[config.mk]
export PLATFORM = sky130hd
export DESIGN_NAME = meteor_reset_ctrl
export DESIGN_NICKNAME = d
export VERILOG_FILES = /design/src/rtl/meteor_reset_ctrl.sv
export SDC_FILE = /design/constraint.sdc
export NUM_CORES = 1
export LEC_CHECK = 0
export ABC_CLOCK_PERIOD_IN_PS = 1700
export BUFFER_PORTS_ARGS = -buffer_cell sky130_fd_sc_hd__buf_2
export CORE_UTILIZATION = 28
export DETAILED_ROUTE_END_ITERATION = 7
export GPL_TIMING_DRIVEN = 0
export PLACE_DENSITY = 0.53
export SETUP_SLACK_MARGIN = 0.1
export SLEW_MARGIN = 20
export SYNTH_ARGS = -nofsm -noshare
export SYNTH_HDL_FRONTEND = slang
export SYNTH_SLANG_ARGS = --single-unit
[constraint.sdc]
create_clock -name OSCCLK -period 1.7 [get_ports OSCCLK]
set_input_delay 0.17 -clock OSCCLK [delete_from_list [all_inputs] [get_ports OSCCLK]]
set_output_delay 0.17 -clock OSCCLK [all_outputs]
set_load 0.02 [all_outputs]
[src/rtl/meteor_reset_ctrl.sv]
`default_nettype none
// ============================================================================
// Module   : meteor_reset_ctrl
// Purpose  : Reset sequencer for the meteorolite SoC. Synchronises and filters
//            the board/debug reset pins, orders the PORESETn/HRESETn release
//            for the Cortex-M3 subsystem and keeps a sticky reset-cause vector.
// Ports    : OSCCLK        - sole clock
//            CB_nPOR       - async active-low power-on reset (clears all flops)
//            CB_nRST       - push-button reset, async, active-low, bouncy
//            CS_nSRST      - debugger system reset, async, active-low
//            PLL_LOCKED    - clock-generator lock, async
//            SYSRESETREQ   - core reset request (OSCCLK domain, level)
//            WDOGRES       - watchdog reset (OSCCLK domain, level)
//            LOCKUP        - core lockup (only used with LOCKUP_RESET_EN)
//            PORESETn      - power-on reset to core/debug, active-low
//            HRESETn       - system reset to core/bus/peripherals, active-low
//            FLAG_NPOR     - copy of PORESETn (same flop)
//            FLAG_RESET_N  - copy of HRESETn (same flop)
//            RST_CAUSE     - sticky cause [0]POR [1]pin [2]debug [3]sysreq
//                            [4]wdog [5]lockup
// Config   : define LOCKUP_RESET_EN to make LOCKUP a system reset source.
// Revision : 1.0 - initial release
// ============================================================================
module meteor_reset_ctrl #(
  parameter int SYNC_STAGES  = 2,
  parameter int DEBOUNCE_CYC = 16,
  parameter int POR_HOLD_CYC = 64,
  parameter int SYS_HOLD_CYC = 16,
  parameter int CNT_W        = 8
) (
  input  logic       OSCCLK,
  input  logic       CB_nPOR,
  input  logic       CB_nRST,
  input  logic       CS_nSRST,
  input  logic       PLL_LOCKED,
  input  logic       SYSRESETREQ,
  input  logic       WDOGRES,
  input  logic       LOCKUP,
  output logic       PORESETn,
  output logic       HRESETn,
  output logic       FLAG_NPOR,
  output logic       FLAG_RESET_N,
  output logic [5:0] RST_CAUSE
);

  typedef enum logic [1:0] {
    S_POR  = 2'd0,
    S_SYSH = 2'd1,
    S_RUN  = 2'd2,
    S_SREQ = 2'd3
  } state_t;

  localparam logic [CNT_W-1:0] c_one      = CNT_W'(1);
  localparam logic [CNT_W-1:0] c_deb_last = CNT_W'(DEBOUNCE_CYC - 1);
  localparam logic [CNT_W-1:0] c_por_last = CNT_W'(POR_HOLD_CYC - 1);
  localparam logic [CNT_W-1:0] c_sys_last = CNT_W'(SYS_HOLD_CYC - 1);
  localparam logic [5:0]       c_cause_por = 6'b000001;

  // --------------------------------------------------------------------------
  // Input synchronisers. Resets sit at the "released" level so a cold start
  // never looks like a pin reset; PLL lock starts as unlocked.
  // --------------------------------------------------------------------------
  logic [SYNC_STAGES-1:0] r_nrst_sync;
  logic [SYNC_STAGES-1:0] r_srst_sync;
  logic [SYNC_STAGES-1:0] r_pll_sync;

  always_ff @(posedge OSCCLK or negedge CB_nPOR) begin
    if (!CB_nPOR) begin
      r_nrst_sync <= '1;
      r_srst_sync <= '1;
      r_pll_sync  <= '0;
    end else begin
      r_nrst_sync <= {r_nrst_sync[SYNC_STAGES-2:0], CB_nRST};
      r_srst_sync <= {r_srst_sync[SYNC_STAGES-2:0], CS_nSRST};
      r_pll_sync  <= {r_pll_sync[SYNC_STAGES-2:0], PLL_LOCKED};
    end
  end

  logic w_nrst_s;
  logic w_srst_s;
  logic w_pll_s;
  assign w_nrst_s = r_nrst_sync[SYNC_STAGES-1];
  assign w_srst_s = r_srst_sync[SYNC_STAGES-1];
  assign w_pll_s  = r_pll_sync[SYNC_STAGES-1];

  // --------------------------------------------------------------------------
  // Push-button debounce: the filtered level only follows the pin after
  // DEBOUNCE_CYC consecutive samples that disagree with it.
  // --------------------------------------------------------------------------
  logic             r_pin_filt;
  logic [CNT_W-1:0] r_deb_cnt;

  always_ff @(posedge OSCCLK or negedge CB_nPOR) begin
    if (!CB_nPOR) begin
      r_pin_filt <= 1'b1;
      r_deb_cnt  <= '0;
    end else if (w_nrst_s != r_pin_filt) begin
      if (r_deb_cnt == c_deb_last) begin
        r_pin_filt <= w_nrst_s;
        r_deb_cnt  <= '0;
      end else begin
        r_deb_cnt  <= r_deb_cnt + c_one;
      end
    end else begin
      r_deb_cnt <= '0;
    end
  end

  // --------------------------------------------------------------------------
  // System reset sources, laid out in RST_CAUSE bit order so the vector can
  // be latched directly on request entry.
  // --------------------------------------------------------------------------
  logic w_lockup_src;
`ifdef LOCKUP_RESET_EN
  assign w_lockup_src = LOCKUP;
`else
  logic w_unused_lockup;
  assign w_unused_lockup = LOCKUP;
  assign w_lockup_src    = 1'b0;
`endif

  logic [5:0] w_src;
  logic       w_sys_req;
  assign w_src     = {w_lockup_src, WDOGRES, SYSRESETREQ, ~w_srst_s, ~r_pin_filt, 1'b0};
  assign w_sys_req = |w_src;

  // --------------------------------------------------------------------------
  // Sequencer
  // --------------------------------------------------------------------------
  state_t           r_state;
  state_t           w_state_nx;
  logic [CNT_W-1:0] r_cnt;
  logic [CNT_W-1:0] w_cnt_nx;
  logic [5:0]       r_rst_cause;
  logic [5:0]       w_cause_nx;
  logic             r_poreset_n;
  logic             r_hreset_n;

  always_ff @(posedge OSCCLK or negedge CB_nPOR) begin
    if (!CB_nPOR) begin
      r_state     <= S_POR;
      r_cnt       <= '0;
      r_rst_cause <= c_cause_por;
      r_poreset_n <= 1'b0;
      r_hreset_n  <= 1'b0;
    end else begin
      r_state     <= w_state_nx;
      r_cnt       <= w_cnt_nx;
      r_rst_cause <= w_cause_nx;
      // Outputs decoded from the next state so each pin is a single flop and
      // HRESETn drops on the same edge the request is accepted.
      r_poreset_n <= (w_state_nx != S_POR);
      r_hreset_n  <= (w_state_nx == S_RUN);
    end
  end

  always_comb begin
    w_state_nx = r_state;
    w_cnt_nx   = r_cnt;
    w_cause_nx = r_rst_cause;
    // Loss of lock outside S_POR is a full power-on reset and overrides any
    // pending system reset handling.
    if ((r_state != S_POR) && !w_pll_s) begin
      w_state_nx = S_POR;
      w_cnt_nx   = '0;
      w_cause_nx = c_cause_por;
    end else begin
      case (r_state)
        S_POR: begin
          if (!w_pll_s) begin
            w_cnt_nx = '0;
          end else if (r_cnt == c_por_last) begin
            w_state_nx = S_SYSH;
            w_cnt_nx   = '0;
          end else begin
            w_cnt_nx = r_cnt + c_one;
          end
        end
        S_SYSH: begin
          if (w_sys_req) begin
            w_state_nx = S_SREQ;
            w_cnt_nx   = '0;
            w_cause_nx = w_src;
          end else if (r_cnt == c_sys_last) begin
            w_state_nx = S_RUN;
            w_cnt_nx   = '0;
          end else begin
            w_cnt_nx = r_cnt + c_one;
          end
        end
        S_RUN: begin
          if (w_sys_req) begin
            w_state_nx = S_SREQ;
            w_cnt_nx   = '0;
            w_cause_nx = w_src;
          end
        end
        S_SREQ: begin
          if (!w_sys_req) begin
            w_state_nx = S_SYSH;
            w_cnt_nx   = '0;
          end
        end
        default: begin
          w_state_nx = S_POR;
          w_cnt_nx   = '0;
        end
      endcase
    end
  end

  assign PORESETn     = r_poreset_n;
  assign HRESETn      = r_hreset_n;
  assign FLAG_NPOR    = r_poreset_n;
  assign FLAG_RESET_N = r_hreset_n;
  assign RST_CAUSE    = r_rst_cause;

endmodule
`default_nettype wire

== Yosys cells after proc, flatten, opt, wreduce, memory -nomap -nowiden ==
Cells that the tools add are included.

* Add/sub/neg operators: 2
* Muxes and demuxes: 21
* Reductions and logical operators: 12
* Eq/ne operators: 10
* Bitwise operators: 2

{| class="wikitable"
|+ Operator list
! kind !! count
|-
| two-way mux 8 bit || 9
|-
| one-hot mux 8 bit (4 select lines) || 1
|-
| two-way mux 6 bit || 3
|-
| adder 8 x 1 -> 8 bit, second input constant || 2
|-
| equality test 8 x 4 -> 1 bit, second input constant || 2
|-
| two-way mux 2 bit || 7
|-
| equality test 8 x 6 -> 1 bit, second input constant || 1
|-
| one-hot mux 2 bit (4 select lines) || 1
|-
| nonzero test 2 bit || 4
|-
| equality test 2 bit, second input constant || 3
|-
| != test 3 bit, second input constant || 2
|-
| AND reduction 2 bit || 3
|-
| OR reduction 4 bit || 1
|-
| equality test 2 x 1 -> 1 bit, second input constant || 1
|-
| zero test 2 bit || 1
|-
| NOT 1 bit || 2
|-
| OR reduction 2 bit || 1
|-
| logical AND 1 bit || 1
|-
| zero test 1 bit || 1
|-
| != test 1 bit || 1
|}

* Logic and storage cells: 57
* Input bits: 8
* Output and inout bits: 10
* Flip-flop bits (word level): 33

== Depth between registers and ports, before layout ==
Gate-level depths: netlist of the first run.

* Depth after elaboration: 6
* Mapped depth: 8
* Depth with buffers taken out: 6

== Least setup slack after synthesis of the first run ==
Ideal clock, no wire load.

* Path type: reg-to-reg
* Start: register r_pin_filt
* End: register r_cnt[7]
* Clock period less this slack: 1,638 ps
* Data required time: 1,613 ps
* Arrival time: 1,550 ps
* Slack: 62 ps
* Library setup time: 87 ps
* Stages on the path, launching flop included: 7
* Buffers on the path: 2
* Path through: dfstp_2 -> and4bb_4 -> mux2i_1 -> buf_6 -> buf_2 -> o21ai_0 -> a22oi_1

* Longest elaborated chain between the ends: 5
* Elaborated cells between the ends (all ways): 8
* Those cells by class: eq/ne (2); mux (3); bitwise (1); reduce/logical (2)

{| class="wikitable"
|+ Ends and longest elaborated chain
! what !! RTL line !! source
|-
| from (decl) || 90 || <nowiki>logic r_pin_filt;</nowiki>
|-
| from (signal assigned) || 99 || <nowiki>r_pin_filt <= w_nrst_s;</nowiki>
|-
| NOT 1 bit (*) || 124 || <nowiki>assign w_src = {w_lockup_src, WDOGRES, SYSRESETREQ, ~w_srst_s, ~r_pin_filt, 1'b0};</nowiki>
|-
| OR reduction 4 bit (*) || 125 || <nowiki>assign w_sys_req = |w_src;</nowiki>
|-
| two-way mux 8 bit || 180 || <nowiki>if (w_sys_req) begin</nowiki>
|-
| one-hot mux 8 bit (4 select lines) || 168 || <nowiki>case (r_state)</nowiki>
|-
| two-way mux 8 bit || 163 || <nowiki>if ((r_state != S_POR) && !w_pll_s) begin</nowiki>
|-
| to (signal assigned) || 148 || <nowiki>r_cnt <= w_cnt_nx;</nowiki>
|-
| to (decl) || 132 || <nowiki>logic [CNT_W-1:0] r_cnt;</nowiki>
|}

Every way passes the cells marked *; elsewhere a longest branch is shown, timed or not.
A chain may end at the register's enable or synchronous reset.

== Worst setup path in the final report of the first run ==
Same ends and word-level chain as after synthesis.

==> flow_summary.json, run 1 <==
{
  "place_congestion": 0.7796,
  "cp.arrival_ns": 1.89,
  "htree_levels": 2,
  "diodes": 0,
  "clkLatencyLatePin_ns": 0.28,
  "cts_tree": "done",
  "drive_above_1_share": 0.4146,
  "synth_warnings": 0,
  "root_buffer": "clkbuf_8",
  "maxSlewHeadroom": 0.5362,
  "finalClockSkew_ns": 0.004554,
  "maxSlewViolCount": 0,
  "synth_area_leaders": "dfrtp_1 40%, dfstp_2 9.6%, ha_1 5.3%",
  "fp.dieW_um": 78.66,
  "fmax_ghz": 0.5942,
  "dieArea_um2": 6187,
  "cp_cell_sequence": "and4bb_4 > mux2i_4 > buf_6 > buf_6 > o21ai_1 > a22oi_2",
  "nets": 219,
  "min_path_cells": 3,
  "hold_viol": 0,
  "clk_pin_slew_ns": 0.07,
  "rsz0062_at_grt": "yes",
  "finalCoreUtilization": 0.4018,
  "ant_nets": 0,
  "grt_max_degree": 33,
  "placementRows": 27,
  "p_leak_nw": 1.014,
  "fp.dieH_um": 78.66,
  "fin_cells": 277,
  "vias": 1297,
  "grt_pass1_wl_um": 5582,
  "pin_count": 18,
  "min_period_ns": 1.683,
  "yosys_register_bits": 32,
  "fin_area_um2": 2240,
  "p_per_area_nw_per_um2": 709.2,
  "placed_area_um2": 1818,
  "end_kind": "flip-flop",
  "grt-ovfl-total": 0,
  "grt_use_total": 0.1177,
  "cts_buffer_depth": 2,
  "status": "completed",
  "path_depth": 6,
  "worstPathRequired_ns": 1.90,
  "cts_buffers": 5,
  "synth_cells": 164,
  "yosys.area.top_type_share": 0.3954,
  "hold_path.class": "primary input to flip-flop",
  "post-synth-top-area-cell": "dfrtp_1",
  "cp_max_fo": 6,
  "start_util": 0.2952,
  "setup_viol": 0,
  "cp_top_family": "flip-flops",
  "tns_ns": 0,
  "startpoint_type": "flip-flop",
  "synth-seq-area-share": 0.4913,
  "cp_common_cell": "buf_6",
  "wl_um": 3356,
  "cts.sinks": 32,
  "drc_errors": 0,
  "p_total_mw": 1.588,
  "fin_crit_sh": 0.9899,
  "synth_area_um2": 1645,
  "area_growth_pct": 36.12,
  "synthDistinctLibCells": 45,
  "vias_per_cell": 4.682,
  "port_buffers": 15,
  "coreArea_um2": 5574,
  "post-place-ws_ns": -0.2753,
  "tightestPinTransition_ns": 0.6957,
  "vdd_ir_drop_max_mv": 0.2530,
  "critPathKind": "flip-flop to flip-flop",
  "drt-initial-drc-count": 85,
  "setup_ws_ns": 0.01717,
  "synth_nets": 179,
  "holdWs_ns": 0.1335,
  "synth.avg_cell_area_um2": 10.03,
  "wl_per_cell_um": 12.12,
  "antenna_found_initial": 0,
  "cp_slowest_stage_delay_ns": 0.54,
  "cap_violations": 0,
  "dp.cells": 251,
  "ff2ff_path_depth": 6,
  "drt-pass1-iter-count": 4,
  "slowest_stage": "dfstp_2",
  "cp_num_buf_inv": 2,
  "hpwl_um": 2168,
  "grt_pass1_vias": 1176
}
cells by family (layout without fill, tap and decap cells):
family,Yosys count,in the layout,share of synthesized area
xor+xnor,7,7,0.03726
fa+ha+maj,7,7,0.05323
mux,3,3,0.01977
other cells,1,1,0.002279
buf+inv,11,52,0.03878
compound gates,35,35,0.1323
simple gates,68,68,0.2251
flops,32,32,0.4913
area by class of cell:
cell class	instances	area, um^2
Sequential cell	32	810.8
Timing Repair Buffer	33	229.0
Clock buffer	6	72.57
Tap cell	72	90.09
Buffer	8	66.31
Inverter	3	13.76
Clock inverter	2	35.03
Fill cell	563	3334
Multi-Input combinational cell	121	922.1
registers in the layout, indices dropped and copies added, names as in the netlist:
| signal | cells |
|---|---|
| FLAG_NPOR | 1 |
| r_state | 2 |
| RST_CAUSE | 5 |
| r_pll_sync | 2 |
| r_cnt | 8 |
| r_deb_cnt | 8 |
| r_srst_sync | 2 |
| r_nrst_sync | 2 |
| r_pin_filt | 1 |
| FLAG_RESET_N | 1 |
timing repair:
action / in CTS / in global routing
hold buffers: 4 / 0
setup endpoints to repair: 12 / 11
buffers inserted: 5 / 6
pin swaps: 8 / 6
resized for setup: 33 / 14
gates cloned: 3 / 0
hold endpoints to repair: 29 / 0
synth_stat cells, drive strengths merged:
library cell / instances
a211oi: 2
a21boi: 1
a21o: 1
a21oi: 7
a22oi: 4
a31o: 1
a31oi: 3
and2: 1
and2b: 1
and3: 3
and4: 1
and4b: 1
and4bb: 2
buf: 7
clkbuf: 1
conb: 1
dfrtp: 26
dfstp: 6
ha: 7
inv: 3
mux2: 2
mux2i: 1
nand2: 20
nand2b: 4
nand3: 4
nand4: 2
nand4bb: 2
nor2: 14
nor2b: 1
nor3: 4
nor3b: 1
nor4: 2
o211ai: 1
o21a: 2
o21ai: 12
o21bai: 1
or2: 1
or3: 4
xnor2: 3
xor2: 4
routing by layer:
metal | part of all wire | up-vias | GRT usage
li1 | - | 650 | -
met1 | 0.51 | 627 | 0.1584
met2 | 0.45 | 14 | 0.1730
met3 | 0.027 | 6 | 0.03256
met4 | 0.019 | 0 | 0.05556
met5 | 0 | - | 0
worst paths after layout:
kind,start,end,slack [ns]
worst max register to register,r_pin_filt$_DFFE_PN1P_,r_cnt[7]$_DFFE_PN0P_,0.02
min in group asynchronous,CB_nPOR,r_cnt[2]$_DFFE_PN0P_,0.47
max in group asynchronous,CB_nPOR,r_state[0]$_DFF_PN0_,0.75
worst min-delay path,WDOGRES,RST_CAUSE[4]$_DFFE_PN0P_,0.13
worst max-delay path,r_pin_filt$_DFFE_PN1P_,r_cnt[7]$_DFFE_PN0P_,0.02
worst min register to register,r_pll_sync[0]$_DFF_PN0_,r_pll_sync[1]$_DFF_PN0_,0.35
worst register-to-register path: stages, from the launching register on:
cell and delay (ns):
dfstp_2 0.54, and4bb_4 0.27, mux2i_4 0.28, buf_6 0.16, buf_6 0.12, o21ai_1 0.08, a22oi_2 0.15
cell usage in the layout (no fill, tap or decap), types with 5 or more instances in the layout:
cell and n:
clkbuf_8 5, buf_6 6, dfrtp_1 24, buf_2 18
nand2_2 5, nor2_1 13, a21oi_1 6, dfstp_2 6
nand2_1 15, o21ai_1 6, buf_4 13
power by group:
| part | internal (mW) | leakage [nW] | switching [mW] |
|---|---|---|---|
| logic | 0.0347 | 0.545 | 0.0455 |
| registers | 0.784 | 0.413 | 0.0150 |
| clock network | 0.434 | 0.0552 | 0.274 |
No activity file was read; power rests on OpenSTA's default activity.
==> inputs of run 2 (changes only) <==
--- a/config.mk
+++ b/config.mk
@@ -7,10 +7,11 @@
 export LEC_CHECK = 0
 export ABC_CLOCK_PERIOD_IN_PS = 1700
 export BUFFER_PORTS_ARGS = -buffer_cell sky130_fd_sc_hd__buf_2
-export CORE_UTILIZATION = 28
+export CAP_MARGIN = 25
+export CORE_UTILIZATION = 52
 export DETAILED_ROUTE_END_ITERATION = 7
 export GPL_TIMING_DRIVEN = 0
-export PLACE_DENSITY = 0.53
+export PLACE_DENSITY = 0.82
 export SETUP_SLACK_MARGIN = 0.1
 export SLEW_MARGIN = 20
 export SYNTH_ARGS = -nofsm -noshare
==> run 2 against run 1 <==
Net effect: the run now ends with negative setup slack left; non-clock buffer count grew 10; hold slack better by 0.012 ns; wire length up 63%; core utilization rose by 37 points; flip-flop and latch count did not move.
==> flow_summary.json, run 2 (synthesis results as in run 1) <==
{
  "status": "finished, violations left",
  "failed_checks": "negative setup slack",
  "cts_buffer_depth": 2,
  "clkLatencyLatePin_ns": 0.36,
  "fp.dieW_um": 58.25,
  "p_per_area_nw_per_um2": 645.7,
  "min_period_ns": 1.803,
  "maxSlewViolCount": 0,
  "cts_buffers": 5,
  "drt-initial-drc-count": 184,
  "maxSlewHeadroom": 0.5215,
  "area_growth_pct": 41.98,
  "place_congestion": 0.7747,
  "root_buffer": "clkbuf_4",
  "rsz0062_at_grt": "yes",
  "fmax_ghz": 0.5546,
  "slowest_stage": "dfrtp_2",
  "cp_slowest_stage_delay_ns": 0.47,
  "grt_pass1_wl_um": 6762,
  "cap_violations": 0,
  "wl_per_cell_um": 21.12,
  "drc_errors": 0,
  "coreArea_um2": 3028,
  "num-fill-cells": 160,
  "cts_tree": "done",
  "pin_count": 18,
  "antenna_found_initial": 0,
  "cp_max_fo": 5,
  "nets": 229,
  "start_util": 0.5434,
  "hold_viol": 0,
  "port_buffers": 15,
  "setup_ws_ns": -0.1032,
  "vias_per_cell": 6.181,
  "vias": 1601,
  "p_total_mw": 1.508,
  "grt-ovfl-total": 0,
  "hpwl_um": 2098,
  "drive_above_1_share": 0.4744,
  "finalClockSkew_ns": 0.01092,
  "grt_pass1_vias": 1395,
  "wl_um": 5470,
  "grt_max_degree": 33,
  "fp.dieH_um": 58.25,
  "cp.arrival_ns": 2.10,
  "setup_viol": 8,
  "tns_ns": -0.4300,
  "htree_levels": 2,
  "end_kind": "flip-flop",
  "cp_cell_sequence": "inv_4 > ha_4 > buf_8 > nor3_1 > a31o_2 > a211oi_4 > o21bai_4",
  "vdd_ir_drop_max_mv": 0.4681,
  "grt_use_total": 0.2728,
  "diodes": 0,
  "post-place-ws_ns": -0.2125,
  "dieArea_um2": 3393,
  "hold_path.class": "primary input to flip-flop",
  "holdWs_ns": 0.1451,
  "drt-pass1-iter-count": 7,
  "placementRows": 20,
  "cts.sinks": 32,
  "mostFrequentLayoutCell": "dfrtp_1",
  "tightestPinTransition_ns": 0.7178,
  "startpoint_type": "flip-flop",
  "critPathKind": "flip-flop to flip-flop",
  "ant_nets": 0,
  "clk_pin_slew_ns": 0.11,
  "fin_crit_sh": 1.061,
  "worstPathRequired_ns": 2.00,
  "p_leak_nw": 1.071,
  "mostFrequentLayoutCells": "25 x dfrtp_1, 21 x buf_4, 16 x buf_2"
}
-- run 2: cell types whose count changed in the layout (fill, tap and decap cells not counted), sizes merged --
| cell | delta |
|---|---|
| buf | +9 |
| clkbuf | +1 |
-- run 2: worst paths after layout --
path | from | endpoint | slack [ns] | cells after the start
worst max-delay path | r_state[1]$_DFF_PN0_ | FLAG_NPOR$_DFF_PN0_ | -0.10 | 7
worst min-delay path | WDOGRES | RST_CAUSE[4]$_DFFE_PN0P_ | 0.15 | 3
worst max register to register | r_state[1]$_DFF_PN0_ | FLAG_NPOR$_DFF_PN0_ | -0.10 | 7
worst min register to register | r_srst_sync[0]$_DFF_PN1_ | r_srst_sync[1]$_DFF_PN1_ | 0.35 | 0
max in group asynchronous | CB_nPOR | r_state[1]$_DFF_PN0_ | 0.81 | 2
min in group asynchronous | CB_nPOR | r_cnt[2]$_DFFE_PN0P_ | 0.40 | 2
-- run 2: per-stage QoR --
step	instance area, um^2	instances	util
floorplan	1653	164	-
global placement	1783	223	0.5888
detailed placement	1783	223	0.5888
CTS	2188	253	0.7227
global route	2336	259	0.7715
finish	2336	259	0.7715
-- run 2: layout make-up --
type	instances	area [um^2]	share of cell area
flip-flops and latches	32	809.5	0.3465
inverters	3	13.76	0.005892
multi-input cells	121	974.7	0.4172
plain buffers	8	72.57	0.03107
clock buffers	6	41.29	0.01768
well taps	44	55.05	0.02357
repair buffers	43	334.1	0.1430
clock inverters	2	35.03	0.01500
-- run 2: report_power, final --
part           internal [mW]  total, mW  switching [mW]
Combinational         0.0480      0.108          0.0603
Sequential             0.784      0.800          0.0167
Clock                  0.308      0.600           0.292
-- run 2: per-layer routing --
layer | GRT usage | wire (um) | vias up
li1 | - | - | 675
met1 | 0.3304 | 2012 | 752
met2 | 0.4565 | 2656 | 141
met3 | 0.07366 | 558 | 33
met4 | 0.1190 | 242 | 0
met5 | 0 | 0 | -
-- run 2: critical path: cells and delay by family, from the launching register on --
kind | cells | cell delay [ns]
adders and majority gates | 1 | 0.23
buffers and inverters | 2 | 0.23
and+or+nand+nor | 1 | 0.05
AOI/OAI and AO/OA | 3 | 0.76
DFF | 1 | 0.47
-- run 2: repair_timing --
action / in CTS / in global routing
endpoints found under the setup margin: 12 / 12
resized for setup: 34 / 26
hold buffers: 4 / 0
gates cloned: 3 / 0
buffers inserted: 15 / 6
pin swaps: 12 / 10
endpoints found under the hold margin: 29 / 0
